[src/rtl/cke_sched_if.sv]
// Configuration and enable-pulse bundle for the shared
// clock-enable scheduler.
interface cke_sched_if #(
  parameter int N_CH = 4,
  parameter int CW   = 16
);
  localparam int CHW = (N_CH > 1) ? $clog2(N_CH) : 1;

  logic            cfg_valid;
  logic            cfg_ready;
  logic [CHW-1:0]  cfg_ch;
  logic [CW-1:0]   cfg_period;
  logic            cfg_en;
  logic            sync;
  logic [N_CH-1:0] cke;
  logic [N_CH-1:0] active;

  modport master (
    output cfg_valid, cfg_ch, cfg_period,
    output cfg_en, sync,
    input  cfg_ready, cke, active
  );

  modport slave (
    input  cfg_valid, cfg_ch, cfg_period,
    input  cfg_en, sync,
    output cfg_ready, cke, active
  );
endinterface

[src/rtl/cke_sched.sv]
// Multi-channel clock-enable scheduler on one prescaled
// timebase, retuned through a single-slot config handshake.
module cke_sched #(
  parameter int N_CH     = 4,
  parameter int CW       = 16,
  parameter int PRESCALE = 50
) (
  input logic        clk,
  input logic        rst,
  cke_sched_if.slave bus
);
  localparam int CHW = (N_CH > 1) ? $clog2(N_CH) : 1;
  localparam int PW  = $clog2(PRESCALE);

  typedef enum logic {
    S_EMPTY,
    S_FULL
  } slot_e;

  slot_e           slot_q;
  logic [PW-1:0]   pcnt_q;
  logic [CHW-1:0]  sch_q;
  logic [CW-1:0]   sper_q;
  logic            sen_q;

  logic [CW-1:0]   per_q  [N_CH];
  logic [CW-1:0]   ccnt_q [N_CH];
  logic [N_CH-1:0] en_q;
  logic [N_CH-1:0] cke_q;
  logic [N_CH-1:0] act;

  logic tick;
  logic apply;
  logic hs;

  assign tick  = (pcnt_q == PW'(PRESCALE - 1));
  assign apply = (slot_q == S_FULL) && tick && !bus.sync;
  assign hs    = bus.cfg_valid && bus.cfg_ready;

  assign bus.cfg_ready = (slot_q == S_EMPTY) && !rst;
  assign bus.cke       = cke_q;
  assign bus.active    = act;

  always_comb begin
    act = '0;
    for (int i = 0; i < N_CH; i++) begin
      act[i] = en_q[i] && (per_q[i] != '0);
    end
  end

  always_ff @(posedge clk or posedge rst) begin
    if (rst) begin
      slot_q <= S_EMPTY;
      pcnt_q <= '0;
      sch_q  <= '0;
      sper_q <= '0;
      sen_q  <= 1'b0;
    end else begin
      if (bus.sync || tick) begin
        pcnt_q <= '0;
      end else begin
        pcnt_q <= pcnt_q + PW'(1);
      end
      unique case (slot_q)
        S_EMPTY: begin
          if (hs) begin
            slot_q <= S_FULL;
            sch_q  <= bus.cfg_ch;
            sper_q <= bus.cfg_period;
            sen_q  <= bus.cfg_en;
          end
        end
        S_FULL: begin
          if (apply) slot_q <= S_EMPTY;
        end
        default: slot_q <= S_EMPTY;
      endcase
    end
  end

  // Apply beats counting on its channel; sync beats both.
  always_ff @(posedge clk or posedge rst) begin
    if (rst) begin
      en_q  <= '0;
      cke_q <= '0;
      for (int i = 0; i < N_CH; i++) begin
        per_q[i]  <= '0;
        ccnt_q[i] <= '0;
      end
    end else begin
      for (int i = 0; i < N_CH; i++) begin
        cke_q[i] <= 1'b0;
        if (bus.sync) begin
          ccnt_q[i] <= '0;
        end else if (apply && int'(sch_q) == i) begin
          per_q[i]  <= sper_q;
          en_q[i]   <= sen_q;
          ccnt_q[i] <= '0;
        end else if (tick && act[i]) begin
          if (ccnt_q[i] == per_q[i] - CW'(1)) begin
            ccnt_q[i] <= '0;
            cke_q[i]  <= 1'b1;
          end else begin
            ccnt_q[i] <= ccnt_q[i] + CW'(1);
          end
        end
      end
    end
  end
endmodule

[src/flat_wrapper.sv]
// flat-port wrapper written by rule: the top's interface ports become plain ports
module cke_sched_flat 
#(
  parameter int N_CH     = 4,
  parameter int CW       = 16,
  parameter int PRESCALE = 50
)
  (clk, rst, bus_cfg_valid, bus_cfg_ch, bus_cfg_period, bus_cfg_en, bus_sync, bus_cfg_ready, bus_cke, bus_active);
  cke_sched_if #(.N_CH(N_CH), .CW(CW)) bus_i ();
  input logic clk;
  input logic rst;
  input wire logic [$bits(bus_i.cfg_valid)-1:0] bus_cfg_valid;
  input wire logic [$bits(bus_i.cfg_ch)-1:0] bus_cfg_ch;
  input wire logic [$bits(bus_i.cfg_period)-1:0] bus_cfg_period;
  input wire logic [$bits(bus_i.cfg_en)-1:0] bus_cfg_en;
  input wire logic [$bits(bus_i.sync)-1:0] bus_sync;
  output wire logic [$bits(bus_i.cfg_ready)-1:0] bus_cfg_ready;
  output wire logic [$bits(bus_i.cke)-1:0] bus_cke;
  output wire logic [$bits(bus_i.active)-1:0] bus_active;
  assign bus_i.cfg_valid = bus_cfg_valid;
  assign bus_i.cfg_ch = bus_cfg_ch;
  assign bus_i.cfg_period = bus_cfg_period;
  assign bus_i.cfg_en = bus_cfg_en;
  assign bus_i.sync = bus_sync;
  assign bus_cfg_ready = bus_i.cfg_ready;
  assign bus_cke = bus_i.cke;
  assign bus_active = bus_i.active;
  cke_sched #(.N_CH(N_CH), .CW(CW), .PRESCALE(PRESCALE)) u_core (.clk(clk), .rst(rst), .bus(bus_i));
endmodule
[config.mk]
export PLATFORM = sky130hd
export DESIGN_NAME = cke_sched_flat
export DESIGN_NICKNAME = d
export VERILOG_FILES = /design/src/rtl/cke_sched_if.sv /design/src/rtl/cke_sched.sv /design/src/flat_wrapper.sv
export SDC_FILE = /design/constraint.sdc
export NUM_CORES = 1
export LEC_CHECK = 0
export CORE_MARGIN = 1
export CORE_UTILIZATION = 40
export DETAILED_ROUTE_END_ITERATION = 8
export PLACE_DENSITY = 0.64
export SYNTH_ARGS = -nofsm -noshare
export SYNTH_HDL_FRONTEND = slang
export SYNTH_SLANG_ARGS = --single-unit
[constraint.sdc]
create_clock -name clk -period 5.2 [get_ports clk]
set_input_delay 0.52 -clock clk [delete_from_list [all_inputs] [get_ports clk]]
set_output_delay 0.52 -clock clk [all_outputs]
set_load 0.005 [all_outputs]
**Word-level counts from Yosys, hierarchy flattened**

Index checks and enable logic that the tools add are counted.

- Input port bits: 23
- Latch bits: 0
- Memories kept: 0
- Word-level logic and storage cells: 106
- Register bits after elaboration: 162
- Output and inout port bits: 9
- Memory bits (writable): 0
- Memory bits (read-only): 0

- Shift operators: 0
- Eq/ne operators: 8
- $mul: 0
- $lt $le $gt $ge: 0
- Divide/modulo/power cells: 0
- Bitwise gates (word level): 2
- Mux-type cells: 36
- Add/subtract/negate cells: 9
- Reductions and logical operators: 33

Operators by type and width:

| kind | number |
|---|---|
| 16-bit 2-to-1 mux | 16 |
| 16-bit by 1-bit adder with 16-bit output (second input constant) | 4 |
| 16-bit equality test | 4 |
| 16-bit nonzero test | 4 |
| 16-bit by 1-bit subtractor with 16-bit output (second input constant) | 4 |
| 1-bit 2-to-1 mux | 18 |
| 1-bit logical AND | 16 |
| 3-bit nonzero test | 4 |
| 2-bit AND reduction | 5 |
| 6-bit by 1-bit adder with 6-bit output (second input constant) | 1 |
| 6-bit equality test (second input constant) | 1 |
| 6-bit 2-to-1 mux | 1 |
| 2-bit equality test (second input constant) | 2 |
| 2-bit by 1-bit equality test with 1-bit output (second input constant) | 1 |
| 1-bit logical NOT | 2 |
| 2-bit logical NOT | 1 |
| 1-bit NOT | 2 |
| 1-bit one-hot mux with 2 select lines | 1 |
| 1-bit logical OR | 1 |

**Longest topological paths before layout**

- Depth in word-level cells: 6
- Depth in mapped cells: 13
- Gate-level depth less buffers: 10

**Worst setup path after synthesis**

Ideal clock, no wire load.

- Path type: flip-flop to flip-flop
- Start: reg u_core.per_q[32] (netlist name)
- End: reg u_core.ccnt_q[35] (netlist name)
- Setup time: 82 ps
- Buffers on the path: 1
- Cell stages (with the launch flop): 12
- Clock period less this slack: 3125 ps
- Arrival: 3043 ps
- Required time: 5118 ps
- Slack: 2075 ps
- Path through: dfrtp_1 > inv_1 > ha_1 > or4b_1 > nor4b_1 > mux2_1 > mux2i_1 > o21ai_1 > o211ai_1 > clkbuf_1 > nand3_1 > a31oi_1

- Longest elaborated chain between the ends: 6
- Elaborated cells between the ends (all ways): 10
- Those cells by class: 1 x add/sub; 1 x eq/ne; 4 x mux; 4 x reduce/logical

Ends and longest elaborated chain:

| item | line | source |
|---|---|---|
| start: declaration | cke_sched.sv:26 | `logic [CW-1:0] per_q [N_CH];` |
| start signal: indexed assignment | cke_sched.sv:96 | `per_q[i] <= sper_q;` |
| 16-bit by 1-bit subtractor with 16-bit output | cke_sched.sv:100 | `if (ccnt_q[i] == per_q[i] - CW'(1)) begin` |
| 16-bit equality test | cke_sched.sv:100 |  |
| 16-bit 2-to-1 mux | cke_sched.sv:100 |  |
| 16-bit 2-to-1 mux | cke_sched.sv:99 | `end else if (tick && act[i]) begin` |
| 16-bit 2-to-1 mux | cke_sched.sv:95 | `end else if (apply && int'(sch_q) == i) begin` |
| 16-bit 2-to-1 mux | cke_sched.sv:93 | `if (bus.sync) begin` |
| end signal: indexed assignment | cke_sched.sv:104 | `ccnt_q[i] <= ccnt_q[i] + CW'(1);` |
| end: declaration | cke_sched.sv:27 | `logic [CW-1:0] ccnt_q [N_CH];` |

Parallel ways exist; a longest one is shown, timed or not. The select of a mux whose other input is x is not followed.
A chain may end at the register's enable or synchronous reset.

**Worst setup path in the final report**

- Start: reg u_core.per_q[32] (netlist name)
- End: reg u_core.ccnt_q[45] (netlist name)

Same word-level chain as after synthesis.

==> flow_metrics.tcl <==
set metrics [dict create \
    p_sw_mw 0.820 \
    dr.pass1.iters 5 \
    drc_errors 0 \
    maxCapViolations 0 \
    path_clk_slew_ns 0.06 \
    syn_nets 1008 \
    combPwrFrac 0.066 \
    max_stage_delay_ns 0.59 \
    switching_share 0.267 \
    die_area_sq_um 24500 \
    numCtsBuffers 17 \
    wirelength_um 22700 \
    ys_async_sr_fraction 1.00 \
    avgSynthCellArea_sq_um 9.81 \
    skew_ns 0.0132 \
    synth.most_common_cell "dfrtp_1" \
    cts_tree "done" \
    vias_per_cell 5.67 \
    placedCellCount 1285 \
    tightest_slew_ns 1.14 \
    total_power_mw 3.07 \
    port_buffers 31 \
    setup.worst_path.start_class "flop" \
    drtIter0Drc 466 \
    ir_drop_v 0.000158 \
    nNetsFinal 1018 \
    yosysTopAreaCell "dfrtp_1" \
    numClockSinks 162 \
    synthTopCellsByArea "dfrtp_1 42%, mux2_2 9.2%, xnor2_1 4.7%" \
    syn_inst 975 \
    drive_above_1_share 0.137 \
    start_util 0.407 \
    sequentialPowerShare 0.506 \
    crit_type "reg2reg" \
    dpl.hpwl_um 15700 \
    synth_enable_flop_cells 0 \
    grtUsageTotal 0.196 \
    io_pins 32 \
    gp_congestion 0.828 \
    cts_resized 0 \
    status "completed" \
    fin_cells 1317 \
    area_growth_pct 12.4 \
    synth_common_cells "162 x dfrtp_1, 78 x mux2_2, 73 x nand2_1" \
    antenna_found_initial 0 \
    core_sq_um 23500 \
    synth_top_area_frac 0.424 \
    wl_per_cell_um 17.2 \
    diodes 0 \
    power.internal_mw 2.25 \
    yosysUniqueCellTypes 69 \
    grt_pass1_wl_um 37400 \
    cp-end-kind "flop" \
    grt_max_degree 86 \
    hold_class "reg2reg" \
    hold_buffers 0 \
    power.leakage_nw 4.80 \
    via_count 7464 \
    synth_warnings 0 \
    fp-row-count 56 \
    rsz0062_at_grt "no" \
    clk_latency_ns 0.43 \
    hold_viol 0 \
    fin_tns_setup_ns 0 \
    die_w_um 157 \
    ys_ff_latch 162 \
    setup_viol 0 \
    fmax_mhz 263 \
    die_h_um 157 \
    yosys_most_used_dff "dfrtp_1" \
    power_density_nw_per_um2 285 \
    fin_crit_sh 0.730 \
    htreeDepth 4 \
    cp.required_ns 5.53 \
    gr-total-overflow 0 \
    grt_pass1_vias 7144 \
    ant_nets 0 \
    mappedNetlistArea_sq_um 9560 \
    crit_arrival_ns 4.13 \
    pwr-share-clk 0.427 \
    cp_cell_sequence "inv_1 > ha_1 > or4b_1 > nor4b_1 > mux2_1 > mux2i_1 > o21ai_1 > o211ai_1 > buf_4 > nand3_1 > o311ai_1" \
    slowest_stage "nor4b_1" \
    cts-root-buf "clkbuf_16" \
    fin_crit_ns 3.80 \
    synth.yosys.seq_area_share 0.424 \
    cts_setup_buffers 0 \
    final-max-slew-violation-count 0 \
    crit_fanout 17 \
    slew-limit-headroom 0.237 \
    cts.path.max_buffers 2 \
]
==> metal layers <==
layer | wire [um] | GRT usage | vias to the layer above
met5 | 0 | 0 | -
met4 | 270 | 0.0523 | 0
met3 | 766 | 0.0432 | 21
met2 | 10400 | 0.313 | 113
met1 | 11200 | 0.267 | 3727
li1 | - | - | 3603
==> flip-flops by register name, summed over array words and instances, names as in the netlist <==
register        count
u_core.sen_q        1
u_core.slot_q       1
u_core.pcnt_q       6
u_core.bus.cke      4
u_core.sch_q        2
u_core.sper_q      16
u_core.ccnt_q      64
u_core.per_q       64
u_core.en_q         4
==> cell type report <==
type	instances	area, sq um
multi-input combinational	744	5240
tap	319	399
timing repair buffer	37	355
clock buffer	22	474
fill	2241	12700
sequential	162	4050
inverter	23	91.3
clock inverter	10	131
==> through the flow <==
step / hold slack [ns] / utilization / cell area [sq um] / setup slack (ns)
after floorplan: 0.459 / - / 9560 / 0.303
after global placement: 0.484 / 0.432 / 10100 / 1.56
after detailed placement: 0.482 / 0.432 / 10100 / 1.48
after CTS: 0.495 / 0.458 / 10700 / 1.40
after global routing: 0.507 / 0.458 / 10700 / 1.10
final: 0.496 / 0.458 / 10700 / 1.40
==> kinds of logic after synthesis <==
kind of cell	share of synthesized area
multiplexers	0.111
flip-flops	0.424
adder cells (fa/ha/maj)	0.0131
XOR/XNOR	0.0765
AO/OA/AOI/OAI	0.119
buffers and inverters	0.0297
AND/OR/NAND/NOR	0.227
==> worst paths after layout <==
| check | start | slack, ns | cells past startpoint | to |
|---|---|---|---|---|
| worst max register to register | u_core.per_q[32]$_DFFE_PP0P_ | 1.40 | 11 | u_core.ccnt_q[45]$_DFFE_PP0P_ |
| worst max-delay path | u_core.per_q[32]$_DFFE_PP0P_ | 1.40 | 11 | u_core.ccnt_q[45]$_DFFE_PP0P_ |
| worst min-delay path | u_core.en_q[1]$_DFFE_PP0P_ | 0.50 | 1 | u_core.en_q[1]$_DFFE_PP0P_ |
| max in group asynchronous | rst | 3.51 | 3 | u_core.per_q[9]$_DFFE_PP0P_ |
| worst min register to register | u_core.en_q[1]$_DFFE_PP0P_ | 0.50 | 1 | u_core.en_q[1]$_DFFE_PP0P_ |
| min in group asynchronous | rst | 0.65 | 2 | u_core.ccnt_q[44]$_DFFE_PP0P_ |
==> power by group through the flow <==
stage | sequential, mW | combinational, mW | clock [mW]
2_1_floorplan | 1.44 | 0.165 | 0
3_3_place_gp | 1.58 | 0.199 | 0
3_5_place_dp | 1.58 | 0.206 | 0
4_1_cts | 1.56 | 0.208 | 1.34
5_1_grt | 1.57 | 0.228 | 1.37
6_report | 1.55 | 0.204 | 1.31
==> worst max-delay path, delay by kind of cell, from the launching register on <==
family	cells	cell delay (ns)
AOI/OAI and AO/OA	3	0.80
and+or+nand+nor	3	1.28
buffers and inverters	2	0.44
adders and majority gates	1	0.23
muxes	2	0.51
DFF	1	0.43
==> layout by cell type, fill, tap and decap left out, types with 4 or more instances in the layout <==
cell / n
a211o_1: 5
a21oi_1: 15
a221o_1: 6
a22o_1: 27
a31oi_1: 15
and2_1: 10
and3_1: 29
buf_4: 6
clkbuf_16: 17
clkdlybuf4s50_1: 31
clkinv_2: 5
dfrtp_1: 162
ha_1: 10
inv_1: 22
mux2_1: 7
mux2_2: 78
mux2i_1: 10
nand2_1: 73
nand2b_1: 8
nand3_1: 41
nand3b_1: 12
nand4_1: 17
nand4b_1: 6
nor2_1: 64
nor2b_1: 22
nor3_1: 37
nor3b_1: 4
nor4_1: 16
nor4b_1: 5
o211ai_1: 9
o21ai_0: 16
o21ai_1: 26
o41ai_1: 4
or2_1: 4
or2_2: 9
or3_1: 13
or4_1: 10
xnor2_1: 51
xor2_1: 30
Note: power is estimated with default switching activity, not from simulation.
